`config.mk`:
```
export PLATFORM = sky130hd
export DESIGN_NAME = handshake_constant_seq
export DESIGN_NICKNAME = d
export VERILOG_FILES = /design/src/rtl/handshake_constant_pkg.sv /design/src/rtl/handshake_constant_seq_slot.sv /design/src/rtl/handshake_constant_seq.sv
export SDC_FILE = /design/constraint.sdc
export NUM_CORES = 1
export LEC_CHECK = 0
export CAP_MARGIN = 15
export CORE_MARGIN = 2
export CORE_UTILIZATION = 30
export CTS_BUF_LIST = sky130_fd_sc_hd__clkbuf_4 sky130_fd_sc_hd__clkbuf_8 sky130_fd_sc_hd__clkbuf_16
export CTS_CLUSTER_SIZE = 25
export DETAILED_ROUTE_END_ITERATION = 8
export GPL_TIMING_DRIVEN = 1
export PLACE_DENSITY = 0.78
export SLEW_MARGIN = 20
export SYNTH_ARGS = -nofsm -noshare
export SYNTH_HDL_FRONTEND = slang
export SYNTH_SLANG_ARGS = --single-unit
```
`constraint.sdc`:
```
create_clock -name clk -period 1.3 [get_ports clk]
set_clock_uncertainty 0.05 [all_clocks]
set_input_delay 0.26 -clock clk [delete_from_list [all_inputs] [get_ports clk]]
set_output_delay 0.26 -clock clk [all_outputs]
set_load 0.05 [all_outputs]
```
`src/rtl/handshake_constant_pkg.sv`:
```
// Shared definitions for the handshake constant sequencer: the index-width
// helper and the depth limit.
package handshake_constant_pkg;

    localparam int MAX_DEPTH = 256;

    // A one-entry table still needs a 1-bit index so the counter is never zero-width.
    function automatic int idx_width(input int depth);
        return (depth <= 1) ? 1 : $clog2(depth);
    endfunction

endpackage

```
`src/rtl/handshake_constant_seq_slot.sv`:
```
// One-slot output register with valid/ready handshake on both sides.
// The slot accepts a new word whenever it is empty or is being drained in the same cycle.
module handshake_constant_seq_slot #(
    parameter int DATA_WIDTH = 32
) (
    input  logic                  clk,
    input  logic                  rst,
    input  logic [DATA_WIDTH-1:0] i_data,
    input  logic                  i_last,
    input  logic                  i_valid,
    output logic                  o_ready,
    output logic [DATA_WIDTH-1:0] o_data,
    output logic                  o_last,
    output logic                  o_valid,
    input  logic                  i_ready
);

    logic                  r_full;
    logic [DATA_WIDTH-1:0] r_data;
    logic                  r_last;
    logic                  w_load;

    assign o_ready = !r_full || i_ready;
    assign w_load  = i_valid && o_ready;

    // NOTE: non-blocking assignments make every flop sample pre-edge values, so
    // the load/drain decision never sees a half-updated slot.
    always_ff @(posedge clk or negedge rst) begin
        if (!rst) begin
            r_full <= 1'b0;
            r_data <= '0;
            r_last <= 1'b0;
        end else if (w_load) begin
            r_full <= 1'b1;
            r_data <= i_data;
            r_last <= i_last;
        end else if (i_ready) begin
            // Drain without reload: data and last keep their values.
            r_full <= 1'b0;
        end
    end

    assign o_data  = r_data;
    assign o_last  = r_last;
    assign o_valid = r_full;

endmodule

```
`src/rtl/handshake_constant_seq.sv`:
```
// Streams a parameter table of constants, one word per accepted control token.
// Optional macro HANDSHAKE_CONSTANT_SEQ_RESTART_EN adds a synchronous restart input.
module handshake_constant_seq
    import handshake_constant_pkg::*;
#(
    parameter int                          DATA_WIDTH = 32,
    parameter int                          DEPTH      = 4,
    parameter logic [DEPTH*DATA_WIDTH-1:0] TABLE      = '0
) (
    input  logic                  clk,
    input  logic                  rst,
`ifdef HANDSHAKE_CONSTANT_SEQ_RESTART_EN
    input  logic                  restart,
`endif
    input  logic                  ctrl_valid,
    output logic                  ctrl_ready,
    output logic [DATA_WIDTH-1:0] outs,
    output logic                  outs_valid,
    input  logic                  outs_ready,
    output logic                  outs_last
);

    localparam int               IDX_W    = idx_width(DEPTH);
    localparam logic [IDX_W-1:0] LAST_IDX = IDX_W'(DEPTH - 1);

    if (DEPTH < 1 || DEPTH > MAX_DEPTH) begin : g_bad_depth
        $error("handshake_constant_seq: DEPTH out of range");
    end

    logic [IDX_W-1:0]      r_idx;
    logic [IDX_W-1:0]      w_idx_sel;
    logic [IDX_W-1:0]      w_idx_next;
    logic                  w_restart;
    logic                  w_accept;
    logic [DATA_WIDTH-1:0] w_word;
    logic                  w_last;
    logic [DATA_WIDTH-1:0] w_table [DEPTH];

`ifdef HANDSHAKE_CONSTANT_SEQ_RESTART_EN
    assign w_restart = restart;
`else
    assign w_restart = 1'b0;
`endif

    assign w_accept   = ctrl_valid && ctrl_ready;
    // A token coinciding with restart consumes entry 0.
    assign w_idx_sel  = w_restart ? '0 : r_idx;
    assign w_idx_next = (w_idx_sel == LAST_IDX) ? '0 : w_idx_sel + 1'b1;

    always_ff @(posedge clk or negedge rst) begin
        if (!rst) begin
            r_idx <= '0;
        end else if (w_accept) begin
            r_idx <= w_idx_next;
        end else if (w_restart) begin
            r_idx <= '0;
        end
    end

    for (genvar k = 0; k < DEPTH; k++) begin : g_table
        assign w_table[k] = TABLE[k*DATA_WIDTH +: DATA_WIDTH];
    end

    if (DEPTH == 1) begin : g_single
        assign w_word = w_table[0];
    end else begin : g_multi
        assign w_word = w_table[w_idx_sel];
    end

    assign w_last = (w_idx_sel == LAST_IDX);

    handshake_constant_seq_slot #(
        .DATA_WIDTH(DATA_WIDTH)
    ) u_slot (
        .clk    (clk),
        .rst    (rst),
        .i_data (w_word),
        .i_last (w_last),
        .i_valid(ctrl_valid),
        .o_ready(ctrl_ready),
        .o_data (outs),
        .o_last (outs_last),
        .o_valid(outs_valid),
        .i_ready(outs_ready)
    );

endmodule

```
[Word-level counts from Yosys, hierarchy flattened]
Index checks and enable logic that the tools add are counted.
Storage, ports and cells
  flip-flop bits (word level): 36
  bits of input ports: 4
  output and inout port bits: 35
  logic and storage cells: 18
Cells by class
  multiplexer cells: 6
  add/subtract/negate cells: 1
  magnitude comparators: 1
  bitwise gates (word level): 1
  reduce and logical (&&, ||, !) cells: 4
  equality and inequality tests: 1
Operators by type and width (number)
  $bmux W32 S2: 1
  $mux W32: 2
  $ge A3 B3 Y1 const B: 1
  $not A2 Y3: 1
  $add A2 B1 Y2 const B: 1
  $eq A2 B2 Y1 const B: 1
  $mux W1: 2
  $mux W2: 1
  $reduce_bool A2 Y1: 1
  $logic_and A1 B1 Y1: 1
  $logic_not A1 Y1: 1
  $logic_or A1 B1 Y1: 1

[Depth between registers and ports, before layout]
Gate-level depths: netlist (run 1).
  depth after elaboration: 4
  gate-level depth with buffers: 3
  mapped depth without buffers: 3

[Cells and area by module]
From an unflattened synthesis (run 1), not the netlist that was laid out.
Second synthesis, totals
  cell total of the unflattened synthesis: 81
  area total of the unflattened synthesis: 1524.0 um2
By module, submodules not included
  handshake_constant_seq_slot: seq. area each 850.8 um2, cells each 73, area each 1427.6 um2, instances 1
  handshake_constant_seq: seq. area each 50.0 um2, cells each 8, area each 96.3 um2, instances 1

[Worst setup path after synthesis (run 1)]
OpenSTA, ideal clock, no wires.
  path type: register to register
  from: reg u_slot.r_full, in the netlist u_slot.o_valid
  to: reg r_idx[0]
  setup time: 125 ps
  stages on the path, launching flop included: 4
  arrival time: 1305 ps
  clock period less this slack: 1480 ps
  slack: -180 ps
  cells stage by stage: dfrtp_1 > nand2b_4 > nand2_4 > mux2_4
On the way
  word-level cells in the longest chain between the ends: 3
Ends and longest elaborated chain
  start, declared: line handshake_constant_seq_slot.sv:18  | logic r_full;
  start signal, assigned: line handshake_constant_seq_slot.sv:30  | r_full <= 1'b0;
  start signal, assigned: line handshake_constant_seq_slot.sv:34  | r_full <= 1'b1;
  start signal, assigned: line handshake_constant_seq_slot.sv:39  | r_full <= 1'b0;
  $logic_not A1 Y1: line handshake_constant_seq_slot.sv:23  | assign o_ready = !r_full || i_ready;
  $logic_or A1 B1 Y1: line handshake_constant_seq_slot.sv:23
  net ctrl_ready: line handshake_constant_seq.sv:16  | output logic ctrl_ready,
  $logic_and A1 B1 Y1: line handshake_constant_seq.sv:45  | assign w_accept = ctrl_valid && ctrl_ready;
  end signal, assigned: line handshake_constant_seq.sv:54  | r_idx <= w_idx_next;
  end, declared: line handshake_constant_seq.sv:30  | logic [IDX_W-1:0] r_idx;
The timed path passes the listed nets, and every way through them passes these cells.
A chain may end at the register's enable or synchronous reset.

[Final worst setup path (run 1)]
  from: reg u_slot.r_full, in the netlist u_slot.o_valid
  to: out ctrl_ready
On the way
  word-level cells in the longest chain between the ends: 2
Ends and longest elaborated chain (line)
  $logic_not A1 Y1: handshake_constant_seq_slot.sv:23
  $logic_or A1 B1 Y1: handshake_constant_seq_slot.sv:23
  end, declared: handshake_constant_seq.sv:16
No other way between the ends.

==> impl_metrics.prom, run 1 <==
# TYPE chip_impl_metric gauge
chip_impl_info{name="status",value="finished clean"} 1
chip_impl_metric{name="critical_path_fanout_max",unit=""} 2
chip_impl_metric{name="drt.antenna.violating_nets",unit=""} 0
chip_impl_metric{name="cp_data_arrival_time",unit="ps"} 900
chip_impl_metric{name="dp.final_hpwl",unit="um"} 366
chip_impl_info{name="yosys-top-cells-count",value="sky130_fd_sc_hd__buf_4 (32), sky130_fd_sc_hd__dfrtp_1 (4), sky130_fd_sc_hd__mux2_4 (3)"} 1
chip_impl_metric{name="detailroute.via_count",unit=""} 208
chip_impl_metric{name="detail_route.drc_violations",unit=""} 0
chip_impl_metric{name="post-place-ws",unit="ps"} -108
chip_impl_metric{name="cts_hold_repair.buffers",unit=""} 0
chip_impl_metric{name="worst-endpoint-required",unit="ps"} 990
chip_impl_metric{name="io_buffers",unit=""} 6
chip_impl_metric{name="die_area",unit="um^2"} 1780
chip_impl_metric{name="grt_first_pass_wirelength",unit="um"} 552
chip_impl_metric{name="via_count_of_the_first_global_routing_pass",unit=""} 135
chip_impl_metric{name="ys.warnings.count",unit=""} 0
chip_impl_metric{name="synth-async-reset-ratio",unit="%"} 100
chip_impl_metric{name="final_design_area_no_fill",unit="um^2"} 464
chip_impl_metric{name="drive_gt1_share",unit="%"} 25.5
chip_impl_info{name="rr_startpoint",value="u_slot.o_valid"} 1
chip_impl_metric{name="setup_viol",unit=""} 0
chip_impl_metric{name="path_depth_of_the_worst_reg2reg_path",unit=""} 4
chip_impl_info{name="worstSetupStartpointType",value="flop"} 1
chip_impl_metric{name="post_synth_instance_area",unit="um^2"} 438
chip_impl_info{name="clock-root-buffer",value="sky130_fd_sc_hd__clkbuf_4"} 1
chip_impl_metric{name="h_tree_levels",unit=""} 1
chip_impl_metric{name="seq_area_frac_synth",unit="%"} 22.9
chip_impl_info{name="tritoncts_clock_tree",value="yes"} 1
chip_impl_metric{name="cts_buffer_depth",unit=""} 2
chip_impl_info{name="category_of_the_critical_setup_timing_path",value="reg -> out"} 1
chip_impl_metric{name="synth_top_cell_area_share",unit="%"} 54.9
chip_impl_metric{name="gp_congestion",unit=""} 0.566
chip_impl_metric{name="synth_area_per_cell",unit="um^2"} 9.73
chip_impl_metric{name="fin_nets",unit=""} 61
chip_impl_info{name="synth.largest_area_cell",value="sky130_fd_sc_hd__buf_4"} 1
chip_impl_metric{name="layout_worst_path_cycle_share",unit="%"} 93.0
chip_impl_metric{name="floorplan.die.height",unit="um"} 42.2
chip_impl_metric{name="layout.filler_cells",unit=""} 145
chip_impl_info{name="min-delay-path-class",value="in -> async"} 1
chip_impl_info{name="synthTopCellsByArea",value="sky130_fd_sc_hd__buf_4 (55%), sky130_fd_sc_hd__dfrtp_1 (23%), sky130_fd_sc_hd__mux2_4 (10%), sky130_fd_sc_hd__nand2b_4 (3.1%), sky130_fd_sc_hd__ha_1 (2.9%)"} 1
chip_impl_metric{name="fp-row-count",unit=""} 13
chip_impl_metric{name="powerDensity",unit="nW/um^2"} 1860
chip_impl_metric{name="cts_buffer_count",unit=""} 3
chip_impl_info{name="worstReg2RegEnd",value="u_slot.o_last"} 1
chip_impl_metric{name="finalWorstSetupSlack",unit="ps"} 90.8
chip_impl_metric{name="max_freq",unit="GHz"} 0.827
chip_impl_metric{name="worstSkewPairLatency",unit="ps"} 240
chip_impl_info{name="commonest_register_cell_after_synthesis",value="sky130_fd_sc_hd__dfrtp_1"} 1
chip_impl_metric{name="clock_sink_count",unit=""} 4
chip_impl_metric{name="antenna_cells",unit=""} 0
chip_impl_info{name="synth.most_common_cell",value="sky130_fd_sc_hd__buf_4"} 1
chip_impl_metric{name="reg2reg_slack",unit="ps"} 120
chip_impl_metric{name="cap_violations",unit=""} 0
chip_impl_metric{name="grt-ovfl-total",unit=""} 0
chip_impl_metric{name="post_layout_min_period",unit="ps"} 1210
chip_impl_metric{name="largest_net_degree_at_the_start_of_global_routing",unit=""} 5
chip_impl_metric{name="area_of_placed_instances",unit="um^2"} 424
chip_impl_info{name="timing.critical_path.max_delay_family",value="flip-flops"} 1
chip_impl_metric{name="p_leak",unit="uW"} 0.000278
chip_impl_metric{name="fin_cells",unit=""} 70
chip_impl_metric{name="numPlacedInstances",unit=""} 65
chip_impl_metric{name="area_growth",unit="%"} 6.00
chip_impl_metric{name="finalHoldWorstSlack",unit="ps"} 170
chip_impl_metric{name="initial_core_util",unit="%"} 32.8
chip_impl_metric{name="ys_types",unit=""} 9
chip_impl_metric{name="antenna_violations_before_repair",unit=""} 0
chip_impl_metric{name="ioPinCount",unit=""} 39
chip_impl_metric{name="synth_instances",unit=""} 45
chip_impl_metric{name="path_buf_inv",unit=""} 1
chip_impl_metric{name="routed_via_density",unit=""} 2.97
chip_impl_info{name="grt_setup_unrepaired",value="no"} 1
chip_impl_metric{name="route.detailed.wl_per_inst",unit="um"} 6.19
chip_impl_info{name="worst_setup_path_end_kind",value="output port"} 1
chip_impl_metric{name="fp.coreArea",unit="um^2"} 1330
chip_impl_info{name="cpMaxStageDelayCell",value="sky130_fd_sc_hd__dfrtp_2"} 1
chip_impl_metric{name="drt_iter0_drc",unit=""} 0
chip_impl_metric{name="hold_violations",unit=""} 0
chip_impl_metric{name="timing_max_transition_violations_final",unit=""} 0
chip_impl_info{name="path_cells",value="nand2b_4, buf_12"} 1
chip_impl_metric{name="critical-path-max-stage-delay",unit="ps"} 430
chip_impl_metric{name="gr-usage-all-layers",unit="%"} 4.68
chip_impl_metric{name="drt-total-wl",unit="um"} 433
chip_impl_metric{name="dr.pass1.iters",unit=""} 1
chip_impl_metric{name="clock_pin_slew_of_the_registers_on_the_worst_case_setup_and_hold_paths",unit="ps"} 40
chip_impl_metric{name="die_width",unit="um"} 42.2
chip_impl_metric{name="synth_edf_count",unit=""} 0
chip_impl_metric{name="ys_ff_latch",unit=""} 4
chip_impl_metric{name="vdd.ir_drop.worst",unit="uV"} 434
==> per-stage QoR <==
stage / util [%] / TNS, ps / power, uW
5_1_grt: 34.8 / 0 / 910
3_5_place_dp: 31.8 / -336 / 673
2_1_floorplan: - / 0 / 647
3_3_place_gp: 31.8 / -282 / 664
4_1_cts: 34.6 / 0 / 872
6_report: 34.8 / 0 / 862
==> power breakdown <==
part / switching (uW) / internal [uW]
registers: 39.1 / 172
clock network: 52.6 / 136
logic: 303 / 160
total: 394 / 468
==> flip-flops by register name, indices dropped and copies added, names as in the netlist <==
name,count
r_idx,2
u_slot.o_last,1
u_slot.o_valid,1
==> cells in the final DEF, fill, tap and decap left out <==
master	Yosys	final
sky130_fd_sc_hd__dfrtp_1	4	3
sky130_fd_sc_hd__nand2_4	1	1
sky130_fd_sc_hd__conb_1	1	32
sky130_fd_sc_hd__nor2_1	1	1
sky130_fd_sc_hd__dfrtp_2	0	1
sky130_fd_sc_hd__mux2_4	3	3
sky130_fd_sc_hd__dlymetal6s2s_1	0	1
sky130_fd_sc_hd__buf_4	32	1
sky130_fd_sc_hd__ha_1	1	1
sky130_fd_sc_hd__or2b_1	1	1
sky130_fd_sc_hd__clkdlybuf4s50_1	0	2
sky130_fd_sc_hd__buf_12	0	3
sky130_fd_sc_hd__clkbuf_4	0	4
sky130_fd_sc_hd__nand2b_4	1	1
==> timing repair <==
item / in CTS / in global routing
cloned: 0 / 0
resized for setup: 0 / 1
setup buffers: 1 / 0
setup endpoints to repair: 1 / 1
==> routing by layer <==
metal	vias up	routed length (um)	GRT usage (%)	part of all wire [%]
met1	89	122	4.40	28
met4	0	17	7.50	3.9
met5	-	0	0	0
met2	22	231	6.46	53
met3	2	62	1.29	14
li1	95	-	-	-
==> final cells by class <==
class                   instances  area [um^2]  area share [%]
repair buffers                  7          100            21.6
multi-input cells              40          214            46.1
clock buffers                   4         30.0            6.47
well taps                      15         18.8            4.04
flip-flops and latches          4          101            21.8
==> cell families (layout without fill, tap and decap cells) <==
logic type | count (synthesis) | in the layout | synth area share (%)
buf+inv | 32 | 11 | 54.9
fa+ha+maj | 1 | 1 | 2.86
simple gates | 4 | 4 | 8.28
other cells | 1 | 32 | 0.856
mux | 3 | 3 | 10.3
flops | 4 | 4 | 22.9
==> worst max path at each step <==
stage / start / end / slack [ps] / depth (start not counted)
6_report: u_slot.o_valid / ctrl_ready / 90 / 2
2_1_floorplan: u_slot.o_valid / r_idx[0] / 10 / 3
3_5_place_dp: outs_ready / u_slot.o_last / -110 / 4
5_1_grt: u_slot.o_valid / ctrl_ready / 60 / 2
3_3_place_gp: outs_ready / r_idx[1] / -90 / 4
4_1_cts: outs_ready / ctrl_ready / 5 / 3
Power figures use the tool's default switching activity.
==> run 2: changes to the inputs <==
Settings changed: CAP_MARGIN 15 to default, PLACE_DENSITY 0.78 to 0.82.
==> impl_metrics.prom, run 2 (same netlist as run 1, synthesis figures left out) <==
# TYPE chip_impl_metric gauge
chip_impl_metric{name="die_area",unit="um^2"} 1780
chip_impl_info{name="largest_register",value="r_idx"} 1
chip_impl_metric{name="route.detailed.wl_per_inst",unit="um"} 7.07
chip_impl_metric{name="finalWorstSetupSlack",unit="ps"} 82.9
chip_impl_metric{name="setup_viol",unit=""} 0
chip_impl_metric{name="cap_violations",unit=""} 0
chip_impl_metric{name="fp.coreArea",unit="um^2"} 1330
chip_impl_metric{name="area_of_placed_instances",unit="um^2"} 424
chip_impl_metric{name="post-place-ws",unit="ps"} -109
chip_impl_metric{name="layout_worst_path_cycle_share",unit="%"} 93.6
chip_impl_metric{name="initial_core_util",unit="%"} 32.8
chip_impl_metric{name="io_buffers",unit=""} 6
chip_impl_metric{name="largest_reg_flops",unit=""} 2
chip_impl_metric{name="powerDensity",unit="nW/um^2"} 1900
chip_impl_metric{name="timing_max_transition_violations_final",unit=""} 0
chip_impl_metric{name="drive_gt1_share",unit="%"} 25.5
chip_impl_metric{name="antenna_violations_before_repair",unit=""} 0
chip_impl_metric{name="largest_net_degree_at_the_start_of_global_routing",unit=""} 5
chip_impl_metric{name="clock_sink_count",unit=""} 4
chip_impl_info{name="grt_setup_unrepaired",value="no"} 1
chip_impl_metric{name="antenna_cells",unit=""} 0
chip_impl_metric{name="grt-ovfl-total",unit=""} 0
chip_impl_metric{name="dp.final_hpwl",unit="um"} 420
chip_impl_metric{name="gr-usage-all-layers",unit="%"} 6.00
chip_impl_info{name="status",value="finished clean"} 1
chip_impl_metric{name="hold_violations",unit=""} 0
chip_impl_metric{name="critical_path_fanout_max",unit=""} 2
chip_impl_metric{name="worstSkewPairLatency",unit="ps"} 250
chip_impl_metric{name="post_layout_min_period",unit="ps"} 1220
chip_impl_metric{name="clock_pin_slew_of_the_registers_on_the_worst_case_setup_and_hold_paths",unit="ps"} 40
chip_impl_metric{name="routed_via_density",unit=""} 2.94
chip_impl_metric{name="dr.pass1.iters",unit=""} 1
chip_impl_metric{name="ioPinCount",unit=""} 39
chip_impl_metric{name="cts_buffer_count",unit=""} 3
chip_impl_metric{name="cell_internal_pwr",unit="uW"} 471
chip_impl_metric{name="floorplan.die.height",unit="um"} 42.2
chip_impl_info{name="layout.cells.most_common",value="sky130_fd_sc_hd__conb_1"} 1
chip_impl_metric{name="fp-row-count",unit=""} 13
chip_impl_metric{name="h_tree_levels",unit=""} 1
chip_impl_metric{name="cts_buffer_depth",unit=""} 2
chip_impl_metric{name="drt_iter0_drc",unit=""} 0
chip_impl_metric{name="cp_data_arrival_time",unit="ps"} 910
chip_impl_metric{name="vdd.ir_drop.worst",unit="uV"} 782
chip_impl_metric{name="cts_hold_repair.buffers",unit=""} 0
chip_impl_info{name="worst_setup_path_end_kind",value="output port"} 1
chip_impl_metric{name="reg2reg_slack",unit="ps"} 130
chip_impl_info{name="worstSetupStartpointType",value="flop"} 1
chip_impl_metric{name="fin_cells",unit=""} 70
chip_impl_info{name="category_of_the_critical_setup_timing_path",value="reg -> out"} 1
chip_impl_info{name="min-delay-path-class",value="in -> async"} 1
chip_impl_metric{name="fin_setup_tns",unit="ps"} 0
chip_impl_metric{name="die_width",unit="um"} 42.2
chip_impl_info{name="clock-root-buffer",value="sky130_fd_sc_hd__clkbuf_4"} 1
chip_impl_metric{name="area_growth",unit="%"} 6.00
chip_impl_metric{name="final_util",unit="%"} 34.8
chip_impl_metric{name="worst-endpoint-required",unit="ps"} 990
chip_impl_metric{name="detailroute.via_count",unit=""} 206
chip_impl_metric{name="p_leak",unit="uW"} 0.000278
chip_impl_metric{name="pwr-share-seq",unit="%"} 23.6
chip_impl_metric{name="fin_nets",unit=""} 61
chip_impl_metric{name="drt.antenna.violating_nets",unit=""} 0
chip_impl_info{name="tritoncts_clock_tree",value="yes"} 1
chip_impl_metric{name="via_count_of_the_first_global_routing_pass",unit=""} 144
chip_impl_metric{name="grt_first_pass_wirelength",unit="um"} 634
chip_impl_metric{name="detail_route.drc_violations",unit=""} 0
chip_impl_metric{name="p_sw",unit="uW"} 412
chip_impl_metric{name="power_frac_comb",unit="%"} 53.6
chip_impl_info{name="layout.cells.most_common_list",value="sky130_fd_sc_hd__conb_1 (32), sky130_fd_sc_hd__clkbuf_4 (4), sky130_fd_sc_hd__mux2_4 (3), sky130_fd_sc_hd__buf_12 (3), sky130_fd_sc_hd__dfrtp_1 (3)"} 1
chip_impl_metric{name="numPlacedInstances",unit=""} 65
chip_impl_metric{name="share_clk_of_total_power",unit="%"} 22.7
chip_impl_metric{name="max_freq",unit="GHz"} 0.822
chip_impl_metric{name="gp_congestion",unit=""} 0.630
chip_impl_metric{name="final_design_area_no_fill",unit="um^2"} 464
chip_impl_metric{name="drt-total-wl",unit="um"} 495
chip_impl_metric{name="power.switching_fraction",unit="%"} 46.7
[run 2: cell counts in the layout (fill, tap and decap cells not counted)]
Identical to the previous run, type by type.
[run 2: power groups by stage]
stage / clock network (uW) / logic, uW / registers, uW
after detailed placement: 0 / 472 / 212
after CTS: 210 / 475 / 209
after global routing: 228 / 491 / 214
final: 201 / 474 / 209
after floorplan: 0 / 404 / 243
after global placement: 0 / 454 / 211
[run 2: metrics by stage]
stage / total power (uW) / hold WS (ps)
after detailed placement: 684 / 431
after global placement: 665 / 419
after CTS: 895 / 163
final: 884 / 164
after global routing: 933 / 158
after floorplan: 647 / -85.6
[run 2: final timing paths]
check / from / to / depth (start not counted)
worst max register to register: u_slot.o_valid / r_idx[1] / 4
worst max-delay path: u_slot.o_valid / ctrl_ready / 2
max in group asynchronous: rst / u_slot.o_valid / 1
min in group clk: r_idx[1] / r_idx[1] / 1
worst min-delay path: rst / r_idx[1] / 1
worst min register to register: r_idx[1] / r_idx[1] / 1
[run 2: worst max-delay path, cell delays in order (launching register included)]
cell and delay (ps):
sky130_fd_sc_hd__dfrtp_2 430, sky130_fd_sc_hd__nand2b_4 90, sky130_fd_sc_hd__buf_12 130
[run 2: repair_timing]
action / 4_1_cts / 5_1_grt
setup endpoints to repair: 1 / 1
setup buffers: 1 / 0
gates resized for setup: 0 / 1
[run 2: cell type report]
| type | instances | area (um^2) |
|---|---|---|
| Clock buffer | 4 | 30.0 |
| Fill cell | 144 | 870 |
| Multi-Input combinational cell | 40 | 214 |
| Sequential cell | 4 | 101 |
| Tap cell | 15 | 18.8 |
| Timing Repair Buffer | 7 | 100 |
[run 2: routing by layer]
metal,global-route usage [%],up-vias,share of wire [%]
met4,5.63,0,3.2
li1,-,93,-
met2,7.08,18,54
met5,0,-,0
met3,7.76,4,16
met1,4.66,91,27
==> run 3: changes to the inputs <==
Settings changed: SLEW_MARGIN 20 to default.
==> results of run 3 <==
No change in the layout: final DEF, timing and power equal those of run 2.
